$ cat config.mk
export PLATFORM = sky130hd
export DESIGN_NAME = transfer_bus
export DESIGN_NICKNAME = d
export VERILOG_FILES = /design/src/rtl/transfer_bus_pkg.sv /design/src/rtl/transfer_bus_src_mux.sv /design/src/rtl/transfer_bus.sv
export SDC_FILE = /design/constraint.sdc
export NUM_CORES = 1
export LEC_CHECK = 0
export CAP_MARGIN = 10
export CORE_AREA = 2 2 106 87
export CTS_CLUSTER_SIZE = 10
export DETAILED_ROUTE_END_ITERATION = 16
export DIE_AREA = 0 0 108 89
export PLACE_DENSITY = 0.91
export SLEW_MARGIN = 20
export SYNTH_ARGS = -nofsm -noshare
export SYNTH_HDL_FRONTEND = slang
export SYNTH_SLANG_ARGS = --single-unit
$ cat constraint.sdc
create_clock -name clock -period 3.59 [get_ports clock]
set_input_delay 0.718 -clock clock [delete_from_list [all_inputs] [get_ports clock]]
set_output_delay 0.718 -clock clock [all_outputs]
set_load 0.05 [all_outputs]
$ cat src/rtl/transfer_bus_pkg.sv
// Shared types and helpers for the transfer bus: FSM state encoding and
// the select-width helper used to size source index fields.
package transfer_bus_pkg;

    typedef enum logic [1:0] {
        IDLE   = 2'd0,
        DRIVE  = 2'd1,
        COMMIT = 2'd2
    } state_e;

    // Legacy-style constants mirroring the enum, used for the state register.
    localparam logic [1:0] ST_IDLE   = 2'(IDLE);
    localparam logic [1:0] ST_DRIVE  = 2'(DRIVE);
    localparam logic [1:0] ST_COMMIT = 2'(COMMIT);

    // Bits needed to index n sources; never narrower than one bit.
    function automatic int sel_width(input int n);
        if (n <= 2) begin
            return 1;
        end
        return $clog2(n);
    endfunction

endpackage

$ cat src/rtl/transfer_bus_src_mux.sv
// Combinational source selector. Picks one word out of the flattened source
// vector and zero-extends sources marked narrow (8-bit) to the full width.
// An out-of-range index yields zero; the caller decides what that means.
module bus_src_mux
    import transfer_bus_pkg::*;
#(
    parameter int                   DATA_W      = 16,
    parameter int                   NUM_SRC     = 12,
    parameter logic [NUM_SRC-1:0]   NARROW_MASK = '0,
    parameter int                   SEL_W       = sel_width(NUM_SRC)
) (
    input  logic [NUM_SRC*DATA_W-1:0] src_data,
    input  logic [SEL_W-1:0]          sel,
    output logic [DATA_W-1:0]         word
);

    localparam logic [DATA_W-1:0] BYTE_MASK = DATA_W'(8'hFF);

    // Select the indexed source word, masking narrow sources to their low byte.
    always_comb begin
        word = '0;
        for (int i = 0; i < NUM_SRC; i++) begin
            if (int'(sel) == i) begin
                if (NARROW_MASK[i]) begin
                    word = src_data[i*DATA_W +: DATA_W] & BYTE_MASK;
                end else begin
                    word = src_data[i*DATA_W +: DATA_W];
                end
            end
        end
    end

endmodule

$ cat src/rtl/transfer_bus.sv
// Transfer bus: a request names a source and a destination set. The source
// word is loaded onto the registered bus on the DRIVE->COMMIT edge, and the
// destinations get a one-cycle load strobe during COMMIT.
//
// Handshake: a request is taken on a rising edge where xfer_valid and
// xfer_ready are both high; xfer_src and xfer_dst_mask are captured there.
// xfer_ready is low only in DRIVE, so a request held valid is accepted in
// COMMIT and transfers run back to back at one per two cycles.
module transfer_bus
    import transfer_bus_pkg::*;
#(
    parameter int                  DATA_W      = 16,
    parameter int                  NUM_SRC     = 12,
    parameter int                  NUM_DST     = 8,
    parameter logic [NUM_SRC-1:0]  NARROW_MASK = '0,
    parameter logic [DATA_W-1:0]   RESET_VALUE = DATA_W'(16'h0007),
    localparam int                 SRC_SEL_W   = sel_width(NUM_SRC)
) (
    input  logic                       clock,
    input  logic                       reset,
    input  logic [NUM_SRC*DATA_W-1:0]  src_data,
    input  logic                       xfer_valid,
    input  logic [SRC_SEL_W-1:0]       xfer_src,
    input  logic [NUM_DST-1:0]         xfer_dst_mask,
    output logic                       xfer_ready,
    output logic [DATA_W-1:0]          bus_value,
    output logic [NUM_DST-1:0]         dst_load,
    output logic                       busy,
    output logic                       err_src,
    output logic [1:0]                 fsm_state
);

    logic [1:0]           state;
    logic [1:0]           state_next;
    logic [SRC_SEL_W-1:0] cap_src;
    logic [NUM_DST-1:0]   cap_mask;
    logic                 cap_err;
    logic                 accept;
    logic                 src_ok;
    logic [DATA_W-1:0]    mux_word;

    assign accept    = xfer_valid && xfer_ready;
    assign src_ok    = int'(cap_src) < NUM_SRC;
    assign fsm_state = state;

    bus_src_mux #(
        .DATA_W      (DATA_W),
        .NUM_SRC     (NUM_SRC),
        .NARROW_MASK (NARROW_MASK),
        .SEL_W       (SRC_SEL_W)
    ) u_src_mux (
        .src_data (src_data),
        .sel      (cap_src),
        .word     (mux_word)
    );

    // Next-state logic for the IDLE/DRIVE/COMMIT sequence.
    always_comb begin
        state_next = state;
        case (state)
            ST_IDLE:   state_next = accept ? ST_DRIVE : ST_IDLE;
            ST_DRIVE:  state_next = ST_COMMIT;
            ST_COMMIT: state_next = accept ? ST_DRIVE : ST_IDLE;
            default:   state_next = ST_IDLE;
        endcase
    end

    // State register plus request capture on each accepted handshake.
    always_ff @(posedge clock or posedge reset) begin
        if (reset) begin
            state    <= ST_IDLE;
            cap_src  <= '0;
            cap_mask <= '0;
        end else begin
            state <= state_next;
            if (accept) begin
                cap_src  <= xfer_src;
                cap_mask <= xfer_dst_mask;
            end
        end
    end

    // Bus word loads only on the DRIVE->COMMIT edge and only for a valid
    // source; the error flag for the coming COMMIT is latched on that edge.
    always_ff @(posedge clock or posedge reset) begin
        if (reset) begin
            bus_value <= RESET_VALUE;
            cap_err   <= 1'b0;
        end else if (state == ST_DRIVE) begin
            cap_err <= !src_ok;
            if (src_ok) begin
                bus_value <= mux_word;
            end
        end
    end

    // Strobes and status are pure decodes of the registered state, so a new
    // request captured at the end of COMMIT cannot disturb the current strobe.
    always_comb begin
        xfer_ready = (state != ST_DRIVE);
        busy       = (state != ST_IDLE);
        err_src    = (state == ST_COMMIT) && cap_err;
        dst_load   = '0;
        if (state == ST_COMMIT && !cap_err) begin
            dst_load = cap_mask;
        end
    end

endmodule

==> impl_metrics.csv <==
group,metric,value,unit
outcome,status,"complete, no violations",
sta,timing.setup.tns,0,ps
cells_and_area,syn2layout_area_growth,77.9,%
cells_and_area,seq_area,782,µm²
synthesis,yosysWarnings,0,
global_routing,grt_pass1_wl,21700,µm
place,gp_congestion,0.930,
cts,cts_buffers,5,
floorplan,dieWidth,108,µm
detailed_routing,drtPass1Iterations,5,
power_and_ir_drop,p_clk_share,11.9,%
worst_setup_path,cp_slowest_cell,"clkdlybuf4s50_1",
detailed_routing,viasPerCell,5.87,
cells_and_area,finalNonFillerCells,720,
cts,htreeDepth,2,
synthesis,async_flop_share,100,%
cts,cts_tree,"done",
cts,clk_latency,280,ps
cts,root_buffer,"clkbuf_8",
cts,postCtsSetupRepairBufs,0,
cells_and_area,fin_area,5640,µm²
worst_setup_path,cp_max_fo,8,
power_and_ir_drop,p_total,2.23,mW
worst_hold_path,holdPathEnd,"cap_mask[2]",
worst_setup_path,startpoint_type,"register",
detailed_routing,drtIter0Drc,329,
cts,cts_resized,0,
sta,setup_viol,0,
worst_setup_path,critPathKind,"reg -> out",
worst_setup_path,r2r_start,"cap_src[3]",
sta,finalWorstSetupSlack,555,ps
worst_setup_path,max_stage_delay,800,ps
cts,postCtsHoldBufs,0,
detailed_routing,drc,0,
floorplan,initial_core_util,37.6,%
worst_hold_path,hp-class,"reg -> reg",
synthesis,ys_ff_latch,31,
worst_setup_path,rr_endpoint,"bus_value[10]",
synthesis,syn_area,3170,µm²
power_and_ir_drop,peakVddDrop,0.000465,V
synthesis,synthCells,395,
global_routing,grt_pass1_vias,4251,
worst_setup_path,reg2reg_slack,740,ps
synthesis,synthFlopType,"dfrtp_1",
cts,clock-sinks,31,
detailed_routing,wl_per_cell,20.3,µm
cells_and_area,antenna_cells,0,
power_and_ir_drop,comb_power_share,61.8,%
worst_hold_path,hold_start,"cap_mask[2]",
place,io_buffer_count,235,
sta,final_hold_viol_count,0,
worst_setup_path,cp_cell_sequence,"nor3b_1, and2_1, clkdlybuf4s50_1",
place,dp_hpwl,11400,µm
global_routing,grt.overflow.total,0,
power_and_ir_drop,switching_share,45.5,%
synthesis,syn-num-nets,602,
cells_and_area,multi_input_area,2210,µm²
sta,finalCritPeriodShare,84.5,%
cells_and_area,final_layout_size_suffix_gt1_share,6.25,%
global_routing,grt_antenna_before_repair,0,
sta,grt_setup_unrepaired,"false",
sta,skew,4.43,ps
worst_setup_path,arrival,2320,ps
floorplan,ioPinCount,236,
worst_hold_path,whs_path_depth,1,
place,dp.cells,712,
floorplan,die_h,89,µm
worst_setup_path,worstRegToRegCells,5,
power_and_ir_drop,p_per_area,396,nW/µm²
cells_and_area,fill_cells,667,
sta,max_freq,0.330,GHz
sta,period_minus_slack,3030,ps
synthesis,synth_edf_count,0,
cts,clockBufferDepth,2,
global_routing,grt_use_total,29.1,%
detailed_routing,ant_nets,0,
power_and_ir_drop,p_leak,2.22,nW
floorplan,dieArea,9610,µm²
sta,drv_slew,0,
worst_setup_path,required,2870,ps
detailed_routing,vias,4225,
power_and_ir_drop,p_sw,1.02,mW
sta,slew_headroom,30.5,%
place,dpl_cell_area,5560,µm²
synthesis,synth_cell_types,51,
synthesis,syn_avg_cell_area,8.03,µm²
place,dp_slack,833,ps
sta,max_slew.worst_pin.slew,1040,ps
cells_and_area,nets,814,
floorplan,coreArea,8450,µm²
detailed_routing,totalWireLength,14600,µm
power_and_ir_drop,pwr-share-seq,26.3,%
global_routing,grt_max_degree,40,
synthesis,yosysSeqAreaShare,24.6,%
floorplan,fp-row-count,30,
power_and_ir_drop,p_int,1.22,mW
worst_setup_path,cp-end-kind,"primary output",
cts,clkSlewWorstSetupHoldPaths,60,ps
flow_run,drv_cap,0,
-- how the worst max path moves through the flow --
stage | from | to | slack, ps
2_1_floorplan | fsm_state[1] | bus_value[2] | 1270
3_3_place_gp | fsm_state[0] | dst_load[7] | 930
3_5_place_dp | fsm_state[0] | dst_load[6] | 830
4_1_cts | fsm_state[0] | dst_load[6] | 530
5_1_grt | fsm_state[0] | dst_load[1] | 400
6_report | fsm_state[0] | dst_load[6] | 560
-- cell usage in the layout, fill, tap and decap left out, drive strengths merged, types with 3 or more instances in the layout --
cell / Yosys / layout
or3: 3 / 3
o22ai: 16 / 16
a41o: 7 / 7
or2: 3 / 3
nor2: 26 / 26
nand2b: 8 / 8
o221ai: 6 / 6
and3b: 3 / 3
and2: 8 / 8
clkbuf: 13 / 7
nand3: 3 / 3
a21o: 13 / 13
buf: 23 / 6
nor2b: 10 / 10
a21boi: 7 / 7
nor3: 9 / 9
o21ai: 24 / 24
a22oi: 4 / 4
o311a: 7 / 7
a22o: 4 / 4
o2bb2ai: 9 / 9
dfstp: 3 / 3
a21oi: 36 / 36
clkdlybuf4s50: 0 / 235
a211oi: 7 / 7
mux2: 15 / 15
a221oi: 11 / 11
o32ai: 3 / 3
o21bai: 3 / 3
nand2: 28 / 28
mux2i: 28 / 28
inv: 4 / 4
dfrtp: 28 / 28
-- synth_stat cells (4+ instances only) --
master / number / area [µm²]
a21oi_1: 36 / 180
dfrtp_1: 28 / 701
mux2i_1: 28 / 280
nand2_1: 28 / 105
nor2_1: 26 / 97.6
o21ai_0: 23 / 115
o22ai_1: 16 / 100
buf_2: 15 / 75.1
mux2_2: 15 / 169
a21o_1: 13 / 97.6
clkbuf_1: 13 / 48.8
a221oi_1: 11 / 96.3
nor2b_1: 10 / 62.6
nor3_1: 9 / 45.0
o2bb2ai_1: 9 / 78.8
and2_1: 8 / 50.1
nand2b_1: 8 / 50.1
a211oi_1: 7 / 52.6
a21boi_0: 7 / 52.6
a41o_1: 7 / 70.1
o311a_1: 7 / 70.1
o221ai_1: 6 / 52.6
buf_4: 5 / 37.5
a22o_1: 4 / 35.0
a22oi_1: 4 / 30.0
inv_1: 4 / 15.0
-- per-layer routing --
metal  routed length (µm)  global-route usage [%]  vias up
li1                     -                       -     1949
met4                  382                    9.21        0
met2                 7150                    52.7      277
met1                 5650                    34.3     1963
met5                    0                       0        -
met3                 1400                    7.43       36
-- area by class of cell --
cell class	instances	area share, %
clock buffers	7	1.35
clock inverters	1	0.0887
inverters	4	0.266
multi-input cells	324	39.2
flip-flops and latches	31	13.9
well taps	112	2.48
repair buffers	241	42.7
-- power by group through the flow --
stage | Clock, mW | Combinational (mW) | Sequential, mW
global route | 0.289 | 1.46 | 0.601
finish | 0.266 | 1.38 | 0.588
detailed placement | 0 | 1.37 | 0.587
floorplan | 0 | 0.589 | 0.797
global placement | 0 | 1.34 | 0.585
CTS | 0.269 | 1.37 | 0.585
-- critical path, delay by kind of cell, from the launching register on --
kind,cells,cell delay [ps]
and+or+nand+nor,2,810
buffers and inverters,1,800
DFF,1,420
-- state kept, by name, indices dropped and copies added (netlist names) --
register and flops:
bus_value 16, cap_err 1, cap_mask 8, cap_src 4, fsm_state 2
-- logic make-up after synthesis --
| group | count (synthesis) | share of synthesized area [%] |
|---|---|---|
| AOI/OAI and AO/OA | 169 | 37.3 |
| and+or+nand+nor | 112 | 18.1 |
| muxes | 43 | 14.2 |
| buffers and inverters | 40 | 5.92 |
| DFF | 31 | 24.6 |
-- per-stage QoR --
| step | utilization, % | hold slack [ps] |
|---|---|---|
| 4_1_cts | 66.8 | 498 |
| 6_report | 66.8 | 499 |
| 3_5_place_dp | 65.8 | 489 |
| 3_3_place_gp | 65.8 | 454 |
| 5_1_grt | 66.8 | 512 |
| 2_1_floorplan | - | 470 |
Note: power is estimated with default switching activity, not from simulation.
